--- config.mk ---
export PLATFORM = sky130hd
export DESIGN_NAME = pipe_stage_chain_flat
export DESIGN_NICKNAME = d
export VERILOG_FILES = /design/src/rtl/cpu_types_pkg.sv /design/src/rtl/pipe_stage_chain_if.sv /design/src/rtl/pipe_stage_chain_perf_counter.sv /design/src/rtl/pipe_stage_chain.sv /design/src/flat_wrapper.sv
export SDC_FILE = /design/constraint.sdc
export NUM_CORES = 1
export LEC_CHECK = 0
export BUFFER_PORTS_ARGS = -buffer_cell sky130_fd_sc_hd__buf_2
export CAP_MARGIN = 0
export CORE_MARGIN = 10
export CORE_UTILIZATION = 40
export CTS_CLUSTER_DIAMETER = 30
export DETAILED_ROUTE_END_ITERATION = 10
export GPL_TIMING_DRIVEN = 0
export PLACE_DENSITY = 0.72
export SYNTH_ARGS = -nofsm -noshare
export SYNTH_HDL_FRONTEND = slang
export SYNTH_SLANG_ARGS = --single-unit
--- constraint.sdc ---
create_clock -name CLK -period 2 [get_ports CLK]
set_input_delay 0.6 -clock CLK [delete_from_list [all_inputs] [get_ports CLK]]
set_output_delay 0.6 -clock CLK [all_outputs]
set_load 0.02 [all_outputs]
--- src/rtl/cpu_types_pkg.sv ---
// cpu_types_pkg -- shared types for the pipeline register chain.
//   pipe_state_t : hazard-unit command applied to every stage of the chain
//   PERF_CNT_W   : default width of the optional performance counters
//   pipe_stage_t : one stage entry at the default 64-bit payload width; the
//                  chain declares its own WIDTH-generic copy of this layout
package cpu_types_pkg;

  typedef enum logic [1:0] {
    PIPE_ENABLE = 2'd0,
    PIPE_STALL  = 2'd1,
    PIPE_NOP    = 2'd2,
    PIPE_FLUSH  = 2'd3
  } pipe_state_t;

  localparam int PERF_CNT_W  = 32;
  localparam int PIPE_DATA_W = 64;

  typedef struct packed {
    logic                   valid;
    logic                   halt;
    logic [PIPE_DATA_W-1:0] data;
  } pipe_stage_t;

endpackage

--- src/rtl/pipe_stage_chain_if.sv ---
// pipe_stage_chain_if -- bundle between a datapath stage and the register chain.
//   master : drives pipe_state, in_valid, in_data, in_halt;
//            observes out_valid, out_data, out_halt, occupancy
//   slave  : the chain itself (the opposite directions)
// With PIPE_PERF_EN defined the bundle also carries perf_stall_cnt,
// perf_bubble_cnt and perf_retire_cnt (PERF_CNT_W bits, driven by the slave).
interface pipe_stage_chain_if
  import cpu_types_pkg::*;
#(
  parameter int WIDTH      = 64,
  parameter int DEPTH      = 1,
  parameter int PERF_CNT_W = cpu_types_pkg::PERF_CNT_W
) ();

  localparam int OCC_W = $clog2(DEPTH + 1);

  pipe_state_t        pipe_state;
  logic               in_valid;
  logic [WIDTH-1:0]   in_data;
  logic               in_halt;
  logic               out_valid;
  logic [WIDTH-1:0]   out_data;
  logic               out_halt;
  logic [OCC_W-1:0]   occupancy;

  if (PERF_CNT_W < 1) begin : g_perf_w_chk
    $error("pipe_stage_chain_if: PERF_CNT_W must be >= 1");
  end

`ifdef PIPE_PERF_EN
  logic [PERF_CNT_W-1:0] perf_stall_cnt;
  logic [PERF_CNT_W-1:0] perf_bubble_cnt;
  logic [PERF_CNT_W-1:0] perf_retire_cnt;

  modport master (
    output pipe_state, in_valid, in_data, in_halt,
    input  out_valid, out_data, out_halt, occupancy,
    input  perf_stall_cnt, perf_bubble_cnt, perf_retire_cnt
  );

  modport slave (
    input  pipe_state, in_valid, in_data, in_halt,
    output out_valid, out_data, out_halt, occupancy,
    output perf_stall_cnt, perf_bubble_cnt, perf_retire_cnt
  );
`else
  modport master (
    output pipe_state, in_valid, in_data, in_halt,
    input  out_valid, out_data, out_halt, occupancy
  );

  modport slave (
    input  pipe_state, in_valid, in_data, in_halt,
    output out_valid, out_data, out_halt, occupancy
  );
`endif

endinterface

--- src/rtl/pipe_stage_chain_perf_counter.sv ---
// pipe_perf_counter -- saturating event counter.
//   CLK  : clock, rising edge
//   nRST : asynchronous active-low reset, clears the count
//   inc  : count one event on this edge
//   cnt  : current count, sticks at all-ones instead of wrapping
module pipe_perf_counter #(
  parameter int W = 32
) (
  input  logic         CLK,
  input  logic         nRST,
  input  logic         inc,
  output logic [W-1:0] cnt
);

  logic [W-1:0] cnt_q;
  logic [W-1:0] cnt_d;

  always_comb begin
    cnt_d = cnt_q;
    if (inc && (cnt_q != '1)) begin
      cnt_d = cnt_q + W'(1);
    end
  end

  always_ff @(posedge CLK or negedge nRST) begin
    if (!nRST) begin
      cnt_q <= '0;
    end else begin
      cnt_q <= cnt_d;
    end
  end

  assign cnt = cnt_q;

endmodule

--- src/rtl/pipe_stage_chain.sv ---
// pipe_stage_chain -- DEPTH-deep chain of pipeline registers, each holding a
// valid bit, a halt bit and a WIDTH-bit payload, all driven by one shared
// hazard-unit command.
//   CLK        : clock, rising edge
//   nRST       : asynchronous active-low reset
//   bus.slave  : pipe_state, in_valid/in_data/in_halt (head entry),
//                out_valid/out_data (last stage), out_halt (sticky halt),
//                occupancy (number of valid stages, registered)
// Optional: define PIPE_PERF_EN to build saturating stall / bubble / retire
// counters (PERF_CNT_W bits) that appear on the bus as perf_*_cnt.
// Every output comes straight from flops; nothing on the input side reaches an
// output combinationally.
module pipe_stage_chain
  import cpu_types_pkg::*;
#(
  parameter int WIDTH      = 64,
  parameter int DEPTH      = 1,
  parameter int PERF_CNT_W = cpu_types_pkg::PERF_CNT_W
) (
  input  logic              CLK,
  input  logic              nRST,
  pipe_stage_chain_if.slave bus
);

  localparam int OCC_W = $clog2(DEPTH + 1);

  if (DEPTH < 1) begin : g_depth_chk
    $error("pipe_stage_chain: DEPTH must be >= 1");
  end

  if (PERF_CNT_W < 1) begin : g_perf_w_chk
    $error("pipe_stage_chain: PERF_CNT_W must be >= 1");
  end

  typedef struct packed {
    logic             valid;
    logic             halt;
    logic [WIDTH-1:0] data;
  } stage_t;

  stage_t           stage_q [DEPTH];
  stage_t           stage_d [DEPTH];
  stage_t           head;
  logic             sticky_q;
  logic             sticky_d;
  logic [OCC_W-1:0] occ_q;
  logic [OCC_W-1:0] occ_d;
  logic             last_halt;

  // A halt only counts on a valid entry; with the invalid-stage-is-zero
  // invariant the AND is redundant, but it keeps the intent explicit.
  assign last_halt = stage_q[DEPTH-1].valid & stage_q[DEPTH-1].halt;

  always_comb begin
    // Squash payload and halt of an invalid head so bubbles stay all-zero.
    head = '0;
    if (bus.in_valid) begin
      head.valid = 1'b1;
      head.halt  = bus.in_halt;
      head.data  = bus.in_data;
    end

    stage_d = stage_q;
    case (bus.pipe_state)
      PIPE_ENABLE, PIPE_NOP: begin
        for (int i = DEPTH - 1; i > 0; i--) begin
          stage_d[i] = stage_q[i-1];
        end
        stage_d[0] = (bus.pipe_state == PIPE_ENABLE) ? head : '0;
      end
      PIPE_FLUSH: begin
        for (int i = 0; i < DEPTH; i++) begin
          stage_d[i] = '0;
        end
      end
      default: begin
        // PIPE_STALL: every stage holds
      end
    endcase

    sticky_d = sticky_q | last_halt;

    // Occupancy is tracked from the next-state valids so it stays a flop.
    occ_d = '0;
    for (int i = 0; i < DEPTH; i++) begin
      occ_d = occ_d + OCC_W'(stage_d[i].valid);
    end
  end

  always_ff @(posedge CLK or negedge nRST) begin
    if (!nRST) begin
      for (int i = 0; i < DEPTH; i++) begin
        stage_q[i] <= '0;
      end
      sticky_q <= 1'b0;
      occ_q    <= '0;
    end else begin
      stage_q  <= stage_d;
      sticky_q <= sticky_d;
      occ_q    <= occ_d;
    end
  end

  assign bus.out_valid = stage_q[DEPTH-1].valid;
  assign bus.out_data  = stage_q[DEPTH-1].data;
  assign bus.out_halt  = sticky_q | last_halt;
  assign bus.occupancy = occ_q;

`ifdef PIPE_PERF_EN
  logic stall_inc;
  logic bubble_inc;
  logic retire_inc;

  always_comb begin
    stall_inc  = (bus.pipe_state == PIPE_STALL);
    // Stage 0 loads a bubble on NOP, FLUSH, or ENABLE without a valid head;
    // a STALL holds stage 0 rather than loading it.
    bubble_inc = (bus.pipe_state == PIPE_NOP) || (bus.pipe_state == PIPE_FLUSH) ||
                 ((bus.pipe_state == PIPE_ENABLE) && !bus.in_valid);
    // An entry retires when it leaves the last stage by shifting out.
    retire_inc = stage_q[DEPTH-1].valid &&
                 ((bus.pipe_state == PIPE_ENABLE) || (bus.pipe_state == PIPE_NOP));
  end

  pipe_perf_counter #(.W(PERF_CNT_W)) u_stall_cnt (
    .CLK  (CLK),
    .nRST (nRST),
    .inc  (stall_inc),
    .cnt  (bus.perf_stall_cnt)
  );

  pipe_perf_counter #(.W(PERF_CNT_W)) u_bubble_cnt (
    .CLK  (CLK),
    .nRST (nRST),
    .inc  (bubble_inc),
    .cnt  (bus.perf_bubble_cnt)
  );

  pipe_perf_counter #(.W(PERF_CNT_W)) u_retire_cnt (
    .CLK  (CLK),
    .nRST (nRST),
    .inc  (retire_inc),
    .cnt  (bus.perf_retire_cnt)
  );
`endif

endmodule

--- src/flat_wrapper.sv ---
// flat-port wrapper written by rule: the top's interface ports become plain ports
module pipe_stage_chain_flat import cpu_types_pkg::*;
#(
  parameter int WIDTH      = 64,
  parameter int DEPTH      = 1,
  parameter int PERF_CNT_W = cpu_types_pkg::PERF_CNT_W
)
  (CLK, nRST, bus_pipe_state, bus_in_valid, bus_in_data, bus_in_halt, bus_out_valid, bus_out_data, bus_out_halt, bus_occupancy);
  pipe_stage_chain_if #(.WIDTH(WIDTH), .DEPTH(DEPTH), .PERF_CNT_W(PERF_CNT_W)) bus_i ();
  input  logic CLK;
  input  logic nRST;
  input wire logic [$bits(bus_i.pipe_state)-1:0] bus_pipe_state;
  input wire logic [$bits(bus_i.in_valid)-1:0] bus_in_valid;
  input wire logic [$bits(bus_i.in_data)-1:0] bus_in_data;
  input wire logic [$bits(bus_i.in_halt)-1:0] bus_in_halt;
  output wire logic [$bits(bus_i.out_valid)-1:0] bus_out_valid;
  output wire logic [$bits(bus_i.out_data)-1:0] bus_out_data;
  output wire logic [$bits(bus_i.out_halt)-1:0] bus_out_halt;
  output wire logic [$bits(bus_i.occupancy)-1:0] bus_occupancy;
  assign bus_i.pipe_state = bus_pipe_state;
  assign bus_i.in_valid = bus_in_valid;
  assign bus_i.in_data = bus_in_data;
  assign bus_i.in_halt = bus_in_halt;
  assign bus_out_valid = bus_i.out_valid;
  assign bus_out_data = bus_i.out_data;
  assign bus_out_halt = bus_i.out_halt;
  assign bus_occupancy = bus_i.occupancy;
  pipe_stage_chain #(.WIDTH(WIDTH), .DEPTH(DEPTH), .PERF_CNT_W(PERF_CNT_W)) u_core (.CLK(CLK), .nRST(nRST), .bus(bus_i));
endmodule
==> flow_summary.json, run 1 <==
{
  "status": "finished, final reports clean",
  "fin_skew_ns": 0.00711,
  "final.fill_count": 656,
  "regArea_mm2": 0.00168,
  "synth_most_common_cell": "buf_4",
  "cp-end-kind": "primary output",
  "start_util_pct": 41.3,
  "wl_met2_um": 3480,
  "fin_tns_setup_ns": 0,
  "io_pins": 137,
  "yosysTopAreaCell": "dfrtp_1",
  "port_buffers": 135,
  "timing_worst_setup_path_type": "reg2out",
  "die_w_um": 107,
  "rsz0062_at_grt": "false",
  "cts_max_level": 3,
  "synthArstFlopShare_pct": 100,
  "dp_hpwl_um": 5700,
  "drv_slew": 0,
  "dr.first_iter.drc_count": 118,
  "synth_nets": 293,
  "finalWorstSetupSlack_ns": 0.297,
  "yosys-top-cells-area": "dfrtp_1 (56%), a32o_1 (22%), buf_4 (18%)",
  "clkLatencyLatePin_ns": 0.33,
  "top_layer": "met4",
  "nets": 439,
  "syn_inst": 223,
  "numCtsBuffers": 9,
  "drt_wl_total_um": 7510,
  "dieArea_mm2": 0.0113,
  "die_y_um": 107,
  "synth_edf_count": 0,
  "wl_met1_um": 3120,
  "cts_buffer_depth": 2,
  "coreArea_mm2": 0.00725,
  "hold_class": "in2async",
  "syn_area_mm2": 0.00299,
  "fmax_ghz": 0.587,
  "cts_setup_buffers": 0,
  "grt_remaining_overflow": 0,
  "wl_met3_um": 815,
  "synth.top_cell.area_share_pct": 56.0,
  "rows": 31,
  "p_per_area_mw_per_mm2": 804,
  "pre_cts_slack_ns": 0.415,
  "worstReg2RegStart": "u_core.bus.out_valid",
  "reg2regPathDepth": 1,
  "vdd.ir_drop.worst_mv": 0.431,
  "worstPathRequired_ns": 1.40,
  "syn_area_per_cell_um2": 13.4,
  "fin_crit_sh_pct": 85.1,
  "cts-resized-gates": 0,
  "vias_per_cell": 4.88,
  "final_hold_viol_count": 0,
  "cts_hold_buf": 0,
  "drc": 0,
  "synth-seq-cells": 67,
  "clock_sinks": 67,
  "yosysWarnings": 0,
  "grt_max_degree": 68,
  "clkTransAtPathRegs_ns": 0.08,
  "areaGrowthSynthToFinish_pct": 35.1,
  "first_pass_iters": 4,
  "cts_tree": "built",
  "synthTopCellsByCount": "buf_4 (71), dfrtp_1 (67), a32o_1 (65)",
  "r2r_slack_ns": 1.28,
  "synthFlopType": "dfrtp_1",
  "synth.distinct_cells": 10,
  "grt_usage_pct": 12.8,
  "wl_per_cell_um": 15.9,
  "multi_input_area_um2": 684,
  "clockRootBuffer": "clkbuf_8",
  "drv_cap": 0,
  "path_max_fanout": 4,
  "postRouteAntennaNets": 0,
  "tightest_slew_ns": 0.843,
  "yosysSeqAreaShare_pct": 56.0,
  "worstPathArrival_ns": 1.10,
  "vias": 2307,
  "period_minus_slack_ns": 1.70,
  "antenna_found_initial": 0,
  "grt_first_pass_wirelength_um": 11900,
  "routabilityCongestion": 0.695,
  "setup_viol": 0,
  "grt_pass1_vias": 2454,
  "drive_above_1_share_pct": 62.3,
  "relSlewSlack_pct": 43.8,
  "rr_endpoint": "u_core.sticky_q",
  "start_kind": "flip-flop",
  "p_leak_nw": 2.24,
  "antenna_cells": 0,
  "totalPowerFinal_mw": 3.25
}
-- metal layers --
layer / track usage (%) / vias up
met5: 0 / -
met4: 4.64 / 0
met3: 6.34 / 9
met2: 20.4 / 92
met1: 14.6 / 1125
li1: - / 1081
-- area by class of cell --
| class | count | area share (%) |
|---|---|---|
| Tap cell | 99 | 3.06 |
| Timing Repair Buffer | 135 | 16.8 |
| Multi-Input combinational cell | 70 | 16.9 |
| Sequential cell | 67 | 41.4 |
| Buffer | 86 | 15.6 |
| Clock buffer | 10 | 3.40 |
| Clock inverter | 6 | 2.78 |
-- metrics by stage --
step,std cells,area (µm²),util (%),hold WS [ns]
floorplan,223,2990,-,0.304
global placement,457,3790,52.3,0.431
detailed placement,457,3800,52.3,0.439
CTS,473,4050,55.8,0.383
global route,473,4050,55.8,0.415
finish,473,4050,55.8,0.366
-- cells by family (layout without fill, tap and decap cells) --
| group | Yosys count | after routing | synth area share (%) |
|---|---|---|---|
| AO/OA/AOI/OAI | 66 | 66 | 22.0 |
| buffers and inverters | 86 | 237 | 21.1 |
| flip-flops | 67 | 67 | 56.0 |
| multiplexers | 1 | 1 | 0.334 |
| AND/OR/NAND/NOR | 3 | 3 | 0.543 |
-- cell usage in the layout, fill, tap and decap left out --
master     Yosys  routed
dfrtp_1       67      67
buf_2          5     139
buf_6          5       5
bufinv_16      0       3
clkinv_2       0       1
nor2_1         2       2
a32o_1        65      65
clkbuf_1       5       5
clkbuf_8       0      10
buf_4         71      72
a21o_1         1       1
nor2b_2        1       1
mux2i_1        1       1
clkinv_4       0       2
-- state kept, by name (all words and copies together), names as in the netlist --
signal	flops
u_core.sticky_q	1
u_core.bus.out_data	64
u_core.stage_q	1
u_core.bus.out_valid	1
-- power breakdown --
group / internal [mW] / leakage [nW] / switching (mW)
Combinational: 0.211 / 1.21 / 0.236
Clock: 0.864 / 0.126 / 0.505
Sequential: 1.41 / 0.912 / 0.0276
Total: 2.48 / 2.24 / 0.768
-- how the worst max path moves through the flow --
stage | start | to | slack, ns | cells after the start
global route | u_core.bus.out_valid | bus_out_halt | 0.24 | 2
detailed placement | bus_pipe_state[0] | u_core.bus.out_data[40] | 0.41 | 5
finish | u_core.bus.out_valid | bus_out_halt | 0.30 | 2
floorplan | bus_pipe_state[0] | u_core.bus.out_data[23] | 0.64 | 4
CTS | u_core.bus.out_valid | bus_out_halt | 0.28 | 2
global placement | nRST | u_core.bus.out_data[2] | 0.01 | 1
-- worst max-delay path: stages (launching register included) --
cell	delay (ns)
dfrtp_1	0.42
a21o_1	0.20
buf_2	0.16
(Power assumes the default switching activity.)
==> run 2: changes to the inputs <==
CELL_PAD_IN_SITES_DETAIL_PLACEMENT = 0   (was default)
CELL_PAD_IN_SITES_GLOBAL_PLACEMENT = 1   (was default)
CORE_UTILIZATION = 36   (was 40)
PLACE_DENSITY = 0.82   (was 0.72)
clock period = 1.8 ns   (was 2 ns; I/O delays follow)
==> run 2 against run 1 <==
Net effect:
- via count decreased by 0.56%
- combinational power increased by 11%
- first-iteration DRC count decreased by 5.1%
- design area decreased by 1.4%
- clock power decreased by 13%
- worst hold slack got worse by 0.071 ns
- critical path type unchanged
- critical path depth unchanged
- sequential share of layout area increased by 0.60 points
- cell count increased by 1.1%
- highest routed layer unchanged
==> flow_summary.json, run 2 (synthesis gave the netlist of run 1 again) <==
{
  "power.share.clock_pct": 36.1,
  "drv_slew": 0,
  "fmax_ghz": 0.615,
  "routabilityCongestion": 0.721,
  "grt_pass1_vias": 2492,
  "whs_ns": 0.295,
  "intPower_mw": 2.47,
  "timing_worst_setup_path_type": "reg2out",
  "p_sw_share_pct": 24.9,
  "relSlewSlack_pct": 44.7,
  "p_leak_nw": 2.21,
  "start_kind": "flip-flop",
  "layout_common_cells": "buf_2 (139), buf_4 (72), dfrtp_1 (67), a32o_1 (65), clkbuf_8 (10)",
  "drv_cap": 0,
  "finalWorstSetupSlack_ns": 0.175,
  "r2r_slack_ns": 1.08,
  "fin_tns_setup_ns": 0,
  "antenna_found_initial": 0,
  "final_hold_viol_count": 0,
  "slowest_stage": "dfrtp_1",
  "cp-end-kind": "primary output",
  "final.fill_count": 777,
  "critPathBufInv": 1,
  "cts_buffer_depth": 2,
  "stdcell_count": 478,
  "first_pass_iters": 4,
  "fin_area_mm2": 0.00399,
  "start_util_pct": 36.8,
  "port_buffers": 135,
  "clock_sinks": 67,
  "vias_per_cell": 4.80,
  "pre_cts_slack_ns": 0.262,
  "drc": 0,
  "grt_remaining_overflow": 0,
  "setup_viol": 0,
  "coreArea_mm2": 0.00813,
  "fin_crit_sh_pct": 90.3,
  "cts-resized-gates": 0,
  "fin_util_pct": 49.0,
  "largest_reg_flops": 64,
  "wl_per_cell_um": 16.3,
  "crit_chain": "a21o_1 > buf_2",
  "grt_max_degree": 68,
  "cts_hold_buf": 0,
  "areaGrowthSynthToFinish_pct": 33.2,
  "hold_class": "in2async",
  "final_common_cell": "buf_2",
  "worstPathArrival_ns": 1.09,
  "vias": 2294,
  "cpPeakStageDelay_ns": 0.41,
  "worstPathRequired_ns": 1.26,
  "grt_first_pass_wirelength_um": 12700,
  "die_w_um": 111,
  "die_y_um": 111,
  "tightest_slew_ns": 0.830,
  "status": "finished, final reports clean",
  "drt_wl_total_um": 7770,
  "period_minus_slack_ns": 1.63,
  "path_max_fanout": 4,
  "p_per_area_mw_per_mm2": 823,
  "rows": 33,
  "clkTransAtPathRegs_ns": 0.07,
  "totalPowerFinal_mw": 3.28,
  "grt_usage_pct": 12.4,
  "p_sw_mw": 0.816,
  "cts_setup_buffers": 0,
  "nets": 439,
  "cts_tree": "built",
  "crit_family": "flip-flops",
  "fin_skew_ns": 0.00627,
  "power_frac_seq_pct": 48.7,
  "clkLatencyLatePin_ns": 0.32,
  "numCtsBuffers": 9,
  "cts_max_level": 3,
  "dieArea_mm2": 0.0124,
  "io_pins": 137,
  "dp.cells": 463,
  "dp_hpwl_um": 5860,
  "power_frac_comb_pct": 15.2,
  "drive_above_1_share_pct": 61.6,
  "placed_area_mm2": 0.00380,
  "clockRootBuffer": "clkbuf_8",
  "rsz0062_at_grt": "false",
  "postRouteAntennaNets": 0,
  "dr.first_iter.drc_count": 112,
  "vdd.ir_drop.worst_mv": 0.408
}
[run 2: cell types whose count changed in the layout (fill, tap and decap cells not counted)]
| cell | change |
|---|---|
| clkinvlp_4 | +1 |
| diode_2 | +1 |
| clkinv_4 | -2 |
| bufinv_16 | -2 |
| clkbuf_1 | +2 |
| clkinv_2 | -1 |
[run 2: worst paths after layout]
kind	endpoint	startpoint	cells past startpoint
worst max-delay path	bus_out_halt	u_core.bus.out_valid	2
worst min-delay path	u_core.bus.out_data[18]	nRST	1
worst max register to register	u_core.sticky_q	u_core.bus.out_valid	1
worst min register to register	u_core.sticky_q	u_core.sticky_q	1
max in group asynchronous	u_core.bus.out_data[63]	nRST	1
min in group CLK	u_core.bus.out_valid	bus_pipe_state[1]	2
[run 2: power groups by stage]
stage | Sequential, mW | Combinational, mW | Clock (mW)
final | 1.60 | 0.498 | 1.19
after global routing | 1.61 | 0.545 | 1.30
after CTS | 1.60 | 0.509 | 1.23
after detailed placement | 1.63 | 0.508 | 0
after global placement | 1.62 | 0.502 | 0
after floorplan | 1.62 | 0.300 | 0
[run 2: final cells by class]
class | count | area (µm²) | share of cell area [%]
clock inverter | 2 | 37.5 | 0.941
timing repair buffer | 135 | 678 | 17.0
antenna | 1 | 2.50 | 0.0627
tap | 105 | 131 | 3.29
multi-input combinational | 70 | 684 | 17.2
clock buffer | 12 | 145 | 3.64
buffer | 86 | 633 | 15.9
sequential | 67 | 1680 | 42.0
[run 2: per-layer routing]
layer  global-route usage [%]  vias to the layer above  wire length (µm)
met4                     4.71                        0               114
li1                         -                     1084                 -
met1                     15.1                     1114              3370
met3                     4.82                       11               630
met5                        0                        -                 0
met2                     19.2                       85              3660
==> run 3: changes to the inputs <==
PLACE_DENSITY = default   (was 0.82)
PLACE_DENSITY_LB_ADDON = 0.1   (was default)
==> run 3 against run 2 <==
Net effect:
- register-to-register slack is essentially flat
- global-route usage grew 0.12 points
- cell count shrank 0.42%
- design area shrank 0.75%
- combinational power is essentially flat
- die area is the same
- flip-flop and latch count is the same
- worst hold slack is essentially flat
==> flow_summary.json, run 3 (synthesis gave the netlist of run 1 again) <==
{
  "crit_family": "flip-flops",
  "status": "finished, final reports clean",
  "nets": 439,
  "cp-end-kind": "primary output",
  "dieArea_mm2": 0.0124,
  "wl_met1_um": 3540,
  "critical_path_depth": 2,
  "p_leak_nw": 2.20,
  "relSlewSlack_pct": 42.2,
  "whs_ns": 0.295,
  "vdd.ir_drop.worst_mv": 0.481,
  "worstPathRequired_ns": 1.26,
  "clkLatencyLatePin_ns": 0.33,
  "clock_sinks": 67,
  "setup_viol": 0,
  "vias_per_cell": 4.78,
  "slowest_stage": "dfrtp_1",
  "fmax_ghz": 0.610,
  "start_util_pct": 36.8,
  "dr.first_iter.drc_count": 84,
  "period_minus_slack_ns": 1.64,
  "antenna_cells": 0,
  "areaGrowthSynthToFinish_pct": 32.2,
  "fin_skew_ns": 0.00783,
  "rsz0062_at_grt": "false",
  "final.fill_count": 799,
  "stdcell_count": 476,
  "die_y_um": 111,
  "routabilityCongestion": 0.695,
  "multi_input_area_um2": 684,
  "cts_tree": "built",
  "final_hold_viol_count": 0,
  "dp_hpwl_um": 5780,
  "fin_util_pct": 48.7,
  "cts_hold_buf": 0,
  "cts_setup_buffers": 0,
  "vias": 2274,
  "drv_cap": 0,
  "fin_crit_sh_pct": 91.1,
  "numCtsBuffers": 9,
  "antenna_found_initial": 0,
  "grt_pass1_vias": 2421,
  "top_layer": "met4",
  "wl_met2_um": 3530,
  "critPathBufInv": 1,
  "io_pins": 137,
  "hold_class": "in2async",
  "die_w_um": 111,
  "cts-resized-gates": 0,
  "reg2regPathDepth": 1,
  "p_per_area_mw_per_mm2": 794,
  "cts_buffer_depth": 2,
  "clkTransAtPathRegs_ns": 0.07,
  "tightest_slew_ns": 0.867,
  "drc": 0,
  "coreArea_mm2": 0.00813,
  "layout_common_cells": "buf_2 (139), buf_4 (72), dfrtp_1 (67), a32o_1 (65), clkbuf_8 (10)",
  "drv_slew": 0,
  "regArea_mm2": 0.00168,
  "start_kind": "flip-flop",
  "final_common_cell": "buf_2",
  "rows": 33,
  "path_max_fanout": 4,
  "clockRootBuffer": "clkbuf_8",
  "drt_wl_total_um": 7850,
  "drive_above_1_share_pct": 62.0,
  "timing_worst_setup_path_type": "reg2out",
  "crit_chain": "a21o_1 > buf_2",
  "cpPeakStageDelay_ns": 0.41,
  "worstPathArrival_ns": 1.10,
  "postRouteAntennaNets": 0,
  "grt_first_pass_wirelength_um": 12700,
  "dp.cells": 463,
  "wl_met3_um": 688,
  "pre_cts_slack_ns": 0.279,
  "grt_usage_pct": 12.5,
  "first_pass_iters": 5,
  "largest_reg_flops": 64,
  "wl_per_cell_um": 16.5,
  "cts_max_level": 3,
  "grt_max_degree": 68,
  "port_buffers": 135,
  "grt_remaining_overflow": 0,
  "finalWorstSetupSlack_ns": 0.160
}
==> run 3: cell types whose count changed in the layout (fill, tap and decap cells not counted) <==
cell,change
clkbuf_1,-2
clkinv_2,+2
bufinv_16,-1
diode_2,-1
==> run 3: worst paths after layout <==
path,endpoint,start,slack (ns)
worst max-delay path,bus_out_halt,u_core.bus.out_valid,0.16
worst min-delay path,u_core.bus.out_data[60],nRST,0.30
worst max register to register,u_core.sticky_q,u_core.bus.out_valid,1.08
worst min register to register,u_core.sticky_q,u_core.sticky_q,0.45
max in group asynchronous,u_core.bus.out_data[0],nRST,0.91
min in group CLK,u_core.bus.out_valid,bus_pipe_state[1],0.39
==> run 3: stage by stage <==
| step | setup TNS, ns | power, mW | area, µm² |
|---|---|---|---|
| final | 0 | 3.14 | 3960 |
| after global routing | 0 | 3.30 | 3960 |
| after CTS | 0 | 3.20 | 3960 |
| after detailed placement | 0 | 2.14 | 3800 |
| after global placement | -12.60 | 2.13 | 3800 |
| after floorplan | 0 | 1.92 | 2990 |
==> run 3: cell type report <==
type,instances,share of cell area [%]
Clock inverter,3,0.442
Multi-Input combinational cell,70,17.3
Clock buffer,10,3.48
Timing Repair Buffer,135,17.1
Sequential cell,67,42.4
Tap cell,105,3.32
Buffer,86,16.0
==> run 3: report_power, final <==
part / total (mW) / switching (mW) / leakage (nW) / internal [mW]
Sequential: 1.60 / 0.0296 / 0.912 / 1.57
Clock: 1.04 / 0.535 / 0.0799 / 0.509
Combinational: 0.501 / 0.266 / 1.21 / 0.234
Total: 3.14 / 0.831 / 2.20 / 2.31
==> run 3: layer usage <==
layer  global-route usage, %  vias up
li1                        -     1079
met1                    15.4     1103
met2                    18.7       83
met3                    5.84        9
met4                    4.11        0
met5                       0        -
